File: config.mk
export PLATFORM = sky130hd
export DESIGN_NAME = fft_peak_detector
export DESIGN_NICKNAME = d
export VERILOG_FILES = /design/src/rtl/fft_peak_detector.sv
export SDC_FILE = /design/constraint.sdc
export NUM_CORES = 1
export LEC_CHECK = 0
export ABC_AREA = 1
export BUFFER_PORTS_ARGS = -buffer_cell sky130_fd_sc_hd__buf_2
export CORE_ASPECT_RATIO = 1.2
export CORE_UTILIZATION = 65
export DETAILED_ROUTE_END_ITERATION = 8
export PLACE_DENSITY = 0.88
export SYNTH_ARGS = -nofsm -noshare
export SYNTH_HDL_FRONTEND = slang
export SYNTH_SLANG_ARGS = --single-unit
File: constraint.sdc
create_clock -name clk -period 12.7 [get_ports clk]
set_clock_uncertainty 0.15 [all_clocks]
set_input_delay 2.54 -clock clk [delete_from_list [all_inputs] [get_ports clk]]
set_output_delay 2.54 -clock clk [all_outputs]
set_load 0.02 [all_outputs]
File: src/rtl/fft_peak_detector.sv
// fft_peak_detector
//   Sits behind the 64-point FFT in the pitch game. For every Avalon-ST output
//   frame it forms |re|+|im| per bin and finds the loudest bin inside
//   [BIN_LO,BIN_HI]. It then maps that bin to the bird's vertical position.
//   Frames whose peak is below MAG_THRESH are reported as silent, and the bird
//   holds its position for those frames.
//
//   Optional feature: define PEAK_SMOOTH_EN to average each new position with
//   the previous one. This damps jitter in the bird's movement.
//
// Ports
//   clk, reset          clock, synchronous active-high reset
//   source_valid        FFT beat valid
//   source_ready        ready to FFT (low only while reset is high)
//   source_sop/eop      first / last beat of a frame
//   source_error[1:0]   FFT error code; any nonzero value poisons the frame
//   source_real/imag    signed bin value
//   peak_bin, peak_mag  loudest in-band bin of the last voiced frame, and its magnitude
//   peak_valid          1-cycle pulse, asserted when a frame has been evaluated
//   silent              last evaluated frame was below threshold
//   bird_y              vertical bird centre
//   frame_error         1-cycle pulse, asserted when a malformed or poisoned frame is dropped
module fft_peak_detector #(
   parameter int NPTS       = 64,
   parameter int DATA_W     = 19,
   parameter int BIN_LO     = 1,
   parameter int BIN_HI     = 31,
   parameter int MAG_THRESH = 1000,
   parameter int Y_BOT      = 440,
   parameter int Y_STEP     = 14
) (
   input  logic                     clk,
   input  logic                     reset,
   input  logic                     source_valid,
   output logic                     source_ready,
   input  logic                     source_sop,
   input  logic                     source_eop,
   input  logic [1:0]               source_error,
   input  logic signed [DATA_W-1:0] source_real,
   input  logic signed [DATA_W-1:0] source_imag,
   output logic [5:0]               peak_bin,
   output logic [DATA_W:0]          peak_mag,
   output logic                     peak_valid,
   output logic                     silent,
   output logic [9:0]               bird_y,
   output logic                     frame_error
);
   localparam int CW = $clog2(NPTS);
   localparam int MW = DATA_W + 1;
   localparam logic [CW-1:0] LAST = CW'(NPTS - 1);

   typedef enum logic [1:0] {IDLE, ACCUM, REPORT} state_t;

   state_t         state, state_nxt;
   logic [CW-1:0]  cnt, cnt_nxt;
   logic [MW-1:0]  max_q, max_nxt;
   logic [CW-1:0]  bin_q, bin_nxt, cur_bin;
   logic           bad_q, bad_nxt;
   logic           beat, has_err, start, take, in_band, err_evt, rpt_evt;
   logic [DATA_W-1:0] re_abs, im_abs;
   logic [MW-1:0]  mag;
   logic [9:0]     y_new;

   assign beat    = source_valid & source_ready;
   assign has_err = |source_error;

   // Two's-complement negate. The most negative input gives 100..0, which is
   // the correct magnitude when read as unsigned, so no saturation is needed.
   assign re_abs = source_real[DATA_W-1] ? (~source_real + 1'b1) : source_real;
   assign im_abs = source_imag[DATA_W-1] ? (~source_imag + 1'b1) : source_imag;
   assign mag    = {1'b0, re_abs} + {1'b0, im_abs};

   // Position of the peak as it will stand once the current beat is folded in.
   assign y_new = 10'(Y_BOT - (int'(bin_nxt) - BIN_LO) * Y_STEP);

   // State register
   always_ff @(posedge clk) begin
      if (reset) state <= IDLE;
      else       state <= state_nxt;
   end

   // Next-state and frame bookkeeping
   always_comb begin
      state_nxt = state;
      cnt_nxt   = cnt;
      max_nxt   = max_q;
      bin_nxt   = bin_q;
      bad_nxt   = bad_q;
      err_evt   = 1'b0;
      rpt_evt   = 1'b0;
      start     = 1'b0;
      take      = 1'b0;
      case (state)
         IDLE: if (beat && source_sop) begin
            if (source_eop) err_evt = 1'b1;
            else            start   = 1'b1;
         end
         ACCUM: if (beat) begin
            if (source_sop) begin
               // A new frame started early: drop the partial frame and restart.
               err_evt = 1'b1;
               if (source_eop) state_nxt = IDLE;
               else            start     = 1'b1;
            end else if (source_eop != (cnt == LAST)) begin
               err_evt   = 1'b1;
               state_nxt = IDLE;
            end else begin
               take    = 1'b1;
               cnt_nxt = cnt + 1'b1;
               bad_nxt = bad_q | has_err;
               if (source_eop) begin
                  if (bad_nxt) begin
                     err_evt   = 1'b1;
                     state_nxt = IDLE;
                  end else begin
                     rpt_evt   = 1'b1;
                     state_nxt = REPORT;
                  end
               end
            end
         end
         REPORT:  state_nxt = IDLE;   // beats arriving here are dropped
         default: state_nxt = IDLE;
      endcase
      if (start) begin
         state_nxt = ACCUM;
         cnt_nxt   = CW'(1);
         bad_nxt   = has_err;
         max_nxt   = '0;
         bin_nxt   = '0;
         take      = 1'b1;
      end
      cur_bin = start ? '0 : cnt;
      in_band = (int'(cur_bin) >= BIN_LO) && (int'(cur_bin) <= BIN_HI);
      // Strict compare means that on a tie the lower bin is kept.
      if (take && in_band && (mag > max_nxt)) begin
         max_nxt = mag;
         bin_nxt = cur_bin;
      end
   end

   // Outputs decoded from state
   always_comb begin
      source_ready = ~reset;
      peak_valid   = (state == REPORT);
   end

   // Datapath and result registers. Results are loaded on the good-eop edge,
   // so they become visible together with peak_valid.
`ifdef PEAK_SMOOTH_EN
   logic [10:0] y_sum;
   assign y_sum = {1'b0, bird_y} + {1'b0, y_new};
`endif

   always_ff @(posedge clk) begin
      if (reset) begin
         cnt         <= '0;
         max_q       <= '0;
         bin_q       <= '0;
         bad_q       <= 1'b0;
         peak_bin    <= '0;
         peak_mag    <= '0;
         silent      <= 1'b1;
         bird_y      <= 10'(Y_BOT);
         frame_error <= 1'b0;
      end else begin
         cnt         <= cnt_nxt;
         max_q       <= max_nxt;
         bin_q       <= bin_nxt;
         bad_q       <= bad_nxt;
         frame_error <= err_evt;
         if (rpt_evt) begin
            if (max_nxt >= MW'(MAG_THRESH)) begin
               peak_bin <= 6'(bin_nxt);
               peak_mag <= max_nxt;
               silent   <= 1'b0;
`ifdef PEAK_SMOOTH_EN
               bird_y   <= y_sum[10:1];
`else
               bird_y   <= y_new;
`endif
            end else begin
               silent   <= 1'b1;
            end
         end
      end
   end
endmodule

==> results of run 1 <==
final cells by class:
type / count / area share (%)
multi-input cells: 864 / 61.34
flip-flops and latches: 72 / 19.36
clock buffers: 9 / 3.025
repair buffers: 85 / 5.782
clock inverters: 7 / 0.6050
well taps: 126 / 2.118
inverters: 154 / 7.765
cell families (layout without fill, tap and decap cells):
group                      Yosys count  in the layout
xor gates and xnor gates            60             60
DFF                                 72             72
AOI/OAI and AO/OA                   96             96
and+or+nand+nor                    644            644
buffers and inverters              188            255
other                                1              1
adders and majority gates           63             63
worst min-delay path: stages (launching register included):
cell	delay, ns
dfxtp_1	0.32
o21ai_1	0.07
nand2_1	0.05
metal layers:
metal  part of all wire (%)  routed length [um]  global-route usage, %
met3                    3.6                 606                  3.467
met1                     41                6921                  34.50
met5                      0                   0                      0
met2                     50                8428                  57.14
met4                    4.9                 830                  18.08
how the worst max path moves through the flow:
| stage | start | end |
|---|---|---|
| 6_report | source_real[1] | bird_y[9]$_SDFFE_PP0P_ |
| 5_1_grt | source_real[1] | bird_y[9]$_SDFFE_PP0P_ |
| 4_1_cts | source_real[1] | bird_y[9]$_SDFFE_PP0P_ |
| 2_1_floorplan | source_real[1] | bird_y[9]$_SDFFE_PP0P_ |
| 3_3_place_gp | source_real[1] | bird_y[9]$_SDFFE_PP0P_ |
| 3_5_place_dp | source_real[1] | bird_y[9]$_SDFFE_PP0P_ |
synthesized netlist by cell type (all sizes together) (2+ instances only):
cell type | n | share of area, %
dfxtp | 72 | 21
o31ai | 2 | 0.22
nor3 | 14 | 1.0
ha | 57 | 10
o21ai | 20 | 1.5
nand3b | 3 | 0.33
nand3 | 92 | 6.9
nand2 | 362 | 20
fa | 6 | 1.8
a31oi | 4 | 0.37
nor3b | 2 | 0.22
inv | 153 | 8.5
nor4 | 3 | 0.28
or2 | 3 | 0.28
xnor2 | 13 | 1.7
o211ai | 2 | 0.22
xor2 | 47 | 6.1
clkbuf | 11 | 0.61
a21oi | 62 | 4.6
buf | 23 | 2.6
nand4 | 12 | 1.1
nor2 | 152 | 8.7
power by group:
group	switching (mW)	internal [mW]	total (mW)
Combinational	0.215	0.122	0.337
Clock	0.101	0.132	0.233
Sequential	0.000509	0.227	0.227
through the flow:
stage,cells,setup slack [ns]
floorplan,1124,3.414
global route,1317,1.501
CTS,1317,2.344
global placement,1301,2.235
finish,1317,2.312
detailed placement,1301,2.026
state kept, by name, indices dropped and copies added, names as in the netlist:
signal       flops
frame_error      1
bird_y           9
cnt              6
bin_q            6
max_q           20
peak_mag        20
bad_q            1
peak_bin         6
state            2
silent           1
cells in the final DEF, fill, tap and decap left out, drive strengths merged, types with 4 or more instances in the layout:
master	count
nor3	14
xnor2	13
a21oi	62
nor2	152
clkbuf	9
buf	85
inv	155
fa	6
a31oi	4
xor2	47
nand3	92
dfxtp	72
nand4	12
o21ai	20
clkinv	5
ha	57
nand2	362
==> results.py, run 1 <==
metrics = {
    "drt": {
        "dr.pass1.iters": 5,
        "drt_iter0_markers": 364,
        "drcViolationCount": 0,
        "wl_mm": 16.79,
        "via_count": 7048,
        "ant_nets": 0,
        "routedWlPerCell_um": 12.75,
        "viasPerCell": 5.352,
    },
    "setup_path": {
        "slowest_delay_ns": 0.50,
        "worst-setup-path-type": "in -> reg",
        "required_ns": 12.78,
        "worst_path_most_repeated_cell": "nand2_1",
        "crit_cells": 46,
        "critPathMaxFanout": 44,
        "critPathSlowestCell": "fa_1",
        "r2r-start": "state[1]$_SDFFE_PP0P_",
        "end_kind": "flip-flop",
        "worstRegToRegCells": 32,
        "timing.rr.end": "bird_y[9]$_SDFFE_PP0P_",
        "r2r_slack_ns": 5.87,
        "critPathArrivalTime_ns": 10.47,
        "crit_buf_inv": 5,
        "cp_top_family": "simple AND/OR/NAND/NOR gates",
        "cp-start-kind": "input port",
    },
    "cells_and_area": {
        "syn2layout_area_growth_pct": 9.556,
        "seqCellArea_sq_um": 1441,
        "drive_gt1_share_pct": 10.08,
        "post-route-cell-area_sq_um": 7445,
        "multi_input_area_sq_um": 4567,
        "diodes": 0,
        "final_util_pct": 73.64,
        "fillers": 883,
        "fin_nets": 1294,
    },
    "hold_path": {
        "hold_path_end": "silent$_SDFFE_PP1P_",
        "hold_depth": 2,
        "hold_path.class": "reg -> reg",
        "hp-start": "silent$_SDFFE_PP1P_",
    },
    "power_and_ir_drop": {
        "peakVddDrop_mv": 0.06635,
        "power.total_mw": 0.7974,
        "powerDensity_nw_per_um2": 107.1,
        "leakagePower_nw": 4.219,
    },
    "synthesis": {
        "syn_nets": 1232,
        "synthAdderAreaFrac_pct": 12.26,
        "synth_mux_area_share_pct": 0,
        "synth-seq-cells": 72,
        "ys.flop_type": "dfxtp_1",
        "synth_edf_count": 0,
        "synth_cell_types": 42,
        "synthXorXnorAreaFrac_pct": 7.733,
        "synth_simple_gate_area_share_pct": 39.42,
        "async_reset_ff_share_pct": 0,
        "syn_area_sq_um": 6795,
        "synth_top_family_by_area": "simple AND/OR/NAND/NOR gates",
        "synth_compound_area_share_pct": 7.623,
        "ys_warn_count": 0,
        "ys_seq_area_share_pct": 21.21,
        "synth.avg_cell_area_sq_um": 6.046,
        "syn_inst": 1124,
    },
    "timing": {
        "finalSetupViolCount": 0,
        "fmax_mhz": 96.27,
        "relSlewSlack_pct": 54.39,
        "finalMaxSlewViolations": 0,
        "period_needed_ns": 10.39,
        "grt_setup_unrepaired": "no",
        "tns_ns": 0,
        "hold_viol_final": 0,
        "post-route-period-util_pct": 81.79,
        "worst_pin_slew_ns": 0.6833,
        "hold_ws_ns": 0.3124,
    },
    "clock_tree": {
        "cts_sinks": 72,
        "ctsResizeCount": 0,
        "cts_buffers": 9,
        "holdBufCountCts": 0,
        "cts.clk_slew.worst_paths_ns": 0.06,
        "htree_num_levels": 3,
        "cts_setup_buffers": 0,
        "cts-root-buf": "clkbuf_16",
        "clk_latency_ns": 0.33,
        "cts_tree": "yes",
        "cts_max_path_buffers": 2,
    },
    "die": {
        "die_w_um": 95.34,
        "die_y_um": 114.0,
        "top_level_ports": 85,
        "initial_utilization_pct": 67.22,
        "rows": 40,
        "dieArea_sq_um": 10870,
        "core_sq_um": 10110,
    },
    "global_routing": {
        "first_global_vias": 6333,
        "grt_max_degree": 55,
        "grt_overflow": 0,
        "antenna_found_initial": 0,
        "grt_usage_pct": 31.41,
        "grt_pass1_wl_mm": 27.21,
    },
    "placed_design": {
        "io_buffers": 83,
        "dp.final_hpwl_mm": 13.08,
        "gp_congestion": 0.9501,
        "place_area_sq_um": 7174,
    },
    "flow_run": {
        "max_cap_viol_count": 0,
    },
    "run_status": {
        "status": "completed",
    },
}
Note: power is estimated with default switching activity, not from simulation.
==> inputs of run 2 (changes only) <==
--- a/config.mk
+++ b/config.mk
@@ -8,9 +8,9 @@
 export ABC_AREA = 1
 export BUFFER_PORTS_ARGS = -buffer_cell sky130_fd_sc_hd__buf_2
 export CORE_ASPECT_RATIO = 1.2
-export CORE_UTILIZATION = 65
+export CORE_UTILIZATION = 60
 export DETAILED_ROUTE_END_ITERATION = 8
-export PLACE_DENSITY = 0.88
+export PLACE_DENSITY = 0.82
 export SYNTH_ARGS = -nofsm -noshare
 export SYNTH_HDL_FRONTEND = slang
 export SYNTH_SLANG_ARGS = --single-unit
==> constraint.sdc (replaced) <==
create_clock -name clk -period 10.7 [get_ports clk]
set_clock_uncertainty 0.15 [all_clocks]
set_input_delay 2.14 -clock clk [delete_from_list [all_inputs] [get_ports clk]]
set_output_delay 2.14 -clock clk [all_outputs]
set_load 0.02 [all_outputs]
==> run 2 against run 1 <==
Count of clock-buffer cells in the layout did not move. Cell count rose by 0.61%. Sequential power rose by 19%. Register-to-register slack got worse by 1.9 ns. Global-route usage fell by 3.3 points. Wire length fell by 2.5%. Setup slack got worse by 1.4 ns. Hold slack got worse by 0.011 ns. Die area rose by 8.2%. First-iteration DRC count fell by 3.3%.
==> results.py, run 2 (synthesized netlist as in run 1, its figures left out) <==
metrics = {
    "cells_and_area": {
        "diodes": 0,
        "final_common_cell": "nand2_1",
        "post-route-cell-area_sq_um": 7493,
        "final_util_pct": 67.90,
        "top_regs": "max_q (20), peak_mag (20), bird_y (9)",
        "fillers": 1026,
        "drive_gt1_share_pct": 10.23,
        "syn2layout_area_growth_pct": 10.27,
        "seqCellArea_sq_um": 1441,
        "multi_input_area_sq_um": 4576,
        "fin_nets": 1296,
        "final_cell_mix": "nand2_1 (356), inv_1 (151), nor2_1 (148), nand3_1 (90), buf_2 (83)",
    },
    "power_and_ir_drop": {
        "switching_share_pct": 39.86,
        "p_comb_share_pct": 41.8,
        "peakVddDrop_mv": 0.08496,
        "cell_internal_pwr_mw": 0.5782,
        "power_frac_seq_pct": 28.1,
        "powerDensity_nw_per_um2": 128.3,
        "p_clk_share_pct": 30.1,
        "p_sw_mw": 0.3833,
        "leakagePower_nw": 4.222,
    },
    "timing": {
        "tns_ns": 0,
        "finalSetupViolCount": 0,
        "period_needed_ns": 9.821,
        "relSlewSlack_pct": 52.90,
        "grt_setup_unrepaired": "no",
        "hold_viol_final": 0,
        "fmax_mhz": 101.8,
        "setup_ws_ns": 0.8788,
        "post-route-period-util_pct": 91.79,
        "hold_ws_ns": 0.3017,
        "worst_pin_slew_ns": 0.7056,
        "finalMaxSlewViolations": 0,
    },
    "die": {
        "die_y_um": 118.6,
        "core_sq_um": 11040,
        "rows": 42,
        "dieArea_sq_um": 11760,
        "die_w_um": 99.15,
        "initial_utilization_pct": 61.58,
        "top_level_ports": 85,
    },
    "placed_design": {
        "pre_cts_ws_ns": 0.4556,
        "io_buffers": 83,
        "dp.final_hpwl_mm": 13.01,
        "place_area_sq_um": 7197,
        "gp_congestion": 0.9281,
    },
    "drt": {
        "drt_iter0_markers": 352,
        "via_count": 7013,
        "wl_mm": 16.37,
        "routedWlPerCell_um": 12.35,
        "drcViolationCount": 0,
        "ant_nets": 0,
        "dr.pass1.iters": 6,
        "viasPerCell": 5.293,
    },
    "setup_path": {
        "end_kind": "flip-flop",
        "critPathMaxFanout": 44,
        "worstRegToRegCells": 36,
        "slowest_delay_ns": 0.42,
        "r2r_slack_ns": 3.95,
        "cp_top_family": "simple AND/OR/NAND/NOR gates",
        "cp-start-kind": "input port",
        "worst-setup-path-type": "in -> reg",
        "critPathSlowestCell": "nor2_4",
        "timing.rr.end": "bird_y[9]$_SDFFE_PP0P_",
        "setup.worst_path.end": "bird_y[9]$_SDFFE_PP0P_",
        "required_ns": 10.78,
        "crit_buf_inv": 7,
        "cp-startpoint": "source_real[0]",
        "critPathArrivalTime_ns": 9.91,
        "r2r-start": "state[1]$_SDFFE_PP0P_",
        "crit_cells": 50,
        "worst_path_most_repeated_cell": "nand2_1",
    },
    "global_routing": {
        "first_global_vias": 6303,
        "grt_max_degree": 55,
        "grt_usage_pct": 28.14,
        "grt_overflow": 0,
        "grt_pass1_wl_mm": 27.00,
        "antenna_found_initial": 0,
    },
    "clock_tree": {
        "holdBufCountCts": 0,
        "ctsResizeCount": 0,
        "cts_setup_buffers": 0,
        "cts_tree": "yes",
        "cts.clk_slew.worst_paths_ns": 0.06,
        "htree_num_levels": 3,
        "clk_latency_ns": 0.34,
        "cts_buffers": 9,
        "cts_sinks": 72,
        "cts_max_path_buffers": 2,
        "cts-root-buf": "clkbuf_16",
    },
    "run_status": {
        "status": "completed",
    },
    "flow_run": {
        "max_cap_viol_count": 0,
    },
    "hold_path": {
        "hold_path.class": "reg -> reg",
    },
}
[run 2: cell count changes in the layout (fill, tap and decap cells not counted), sizes merged]
| cell | delta |
|---|---|
| clkinv | -4 |
| inv | +2 |
| buf | +2 |
| clkinvlp | +2 |
[run 2: cell type report]
class                      count  share of cell area (%)
multi-input combinational    864                   61.06
sequential                    72                   19.24
inverter                     154                   7.714
timing repair buffer          87                   5.944
clock buffer                   9                   3.006
tap                          132                   2.204
clock inverter                 7                  0.8349
[run 2: layer usage]
layer	track usage [%]	wire, um	vias to the layer above
met5	0	0	-
met4	12.78	557	0
met3	3.607	668	43
met2	51.79	8241	212
met1	31.93	6897	3104
li1	-	-	3654
[run 2: worst min-delay path by stage]
stage	startpoint	cells after the start	slack, ns	endpoint
floorplan	state[1]$_SDFFE_PP0P_	1	0.30	frame_error$_SDFF_PP0_
global placement	bird_y[5]$_SDFFE_PP1P_	2	0.28	bird_y[5]$_SDFFE_PP1P_
detailed placement	bird_y[5]$_SDFFE_PP1P_	2	0.29	bird_y[5]$_SDFFE_PP1P_
CTS	bird_y[5]$_SDFFE_PP1P_	2	0.30	bird_y[5]$_SDFFE_PP1P_
global route	bird_y[5]$_SDFFE_PP1P_	2	0.33	bird_y[5]$_SDFFE_PP1P_
finish	bird_y[5]$_SDFFE_PP1P_	2	0.30	bird_y[5]$_SDFFE_PP1P_
[run 2: stage by stage]
step | cells | power [mW]
2_1_floorplan | 1124 | 0.5918
3_3_place_gp | 1309 | 0.6629
3_5_place_dp | 1309 | 0.6724
4_1_cts | 1325 | 0.9626
5_1_grt | 1325 | 1.030
6_report | 1325 | 0.9614
[run 2: power by group through the flow]
stage | clock, mW | combinational, mW | sequential [mW]
global placement | 0 | 0.387 | 0.276
CTS | 0.294 | 0.399 | 0.270
floorplan | 0 | 0.316 | 0.276
global route | 0.305 | 0.456 | 0.270
finish | 0.289 | 0.402 | 0.270
detailed placement | 0 | 0.397 | 0.276
[run 2: worst min-delay path, cell delays in order (launching register included)]
cell,delay (ns)
dfxtp_1,0.32
nand2_1,0.05
nand3_1,0.05
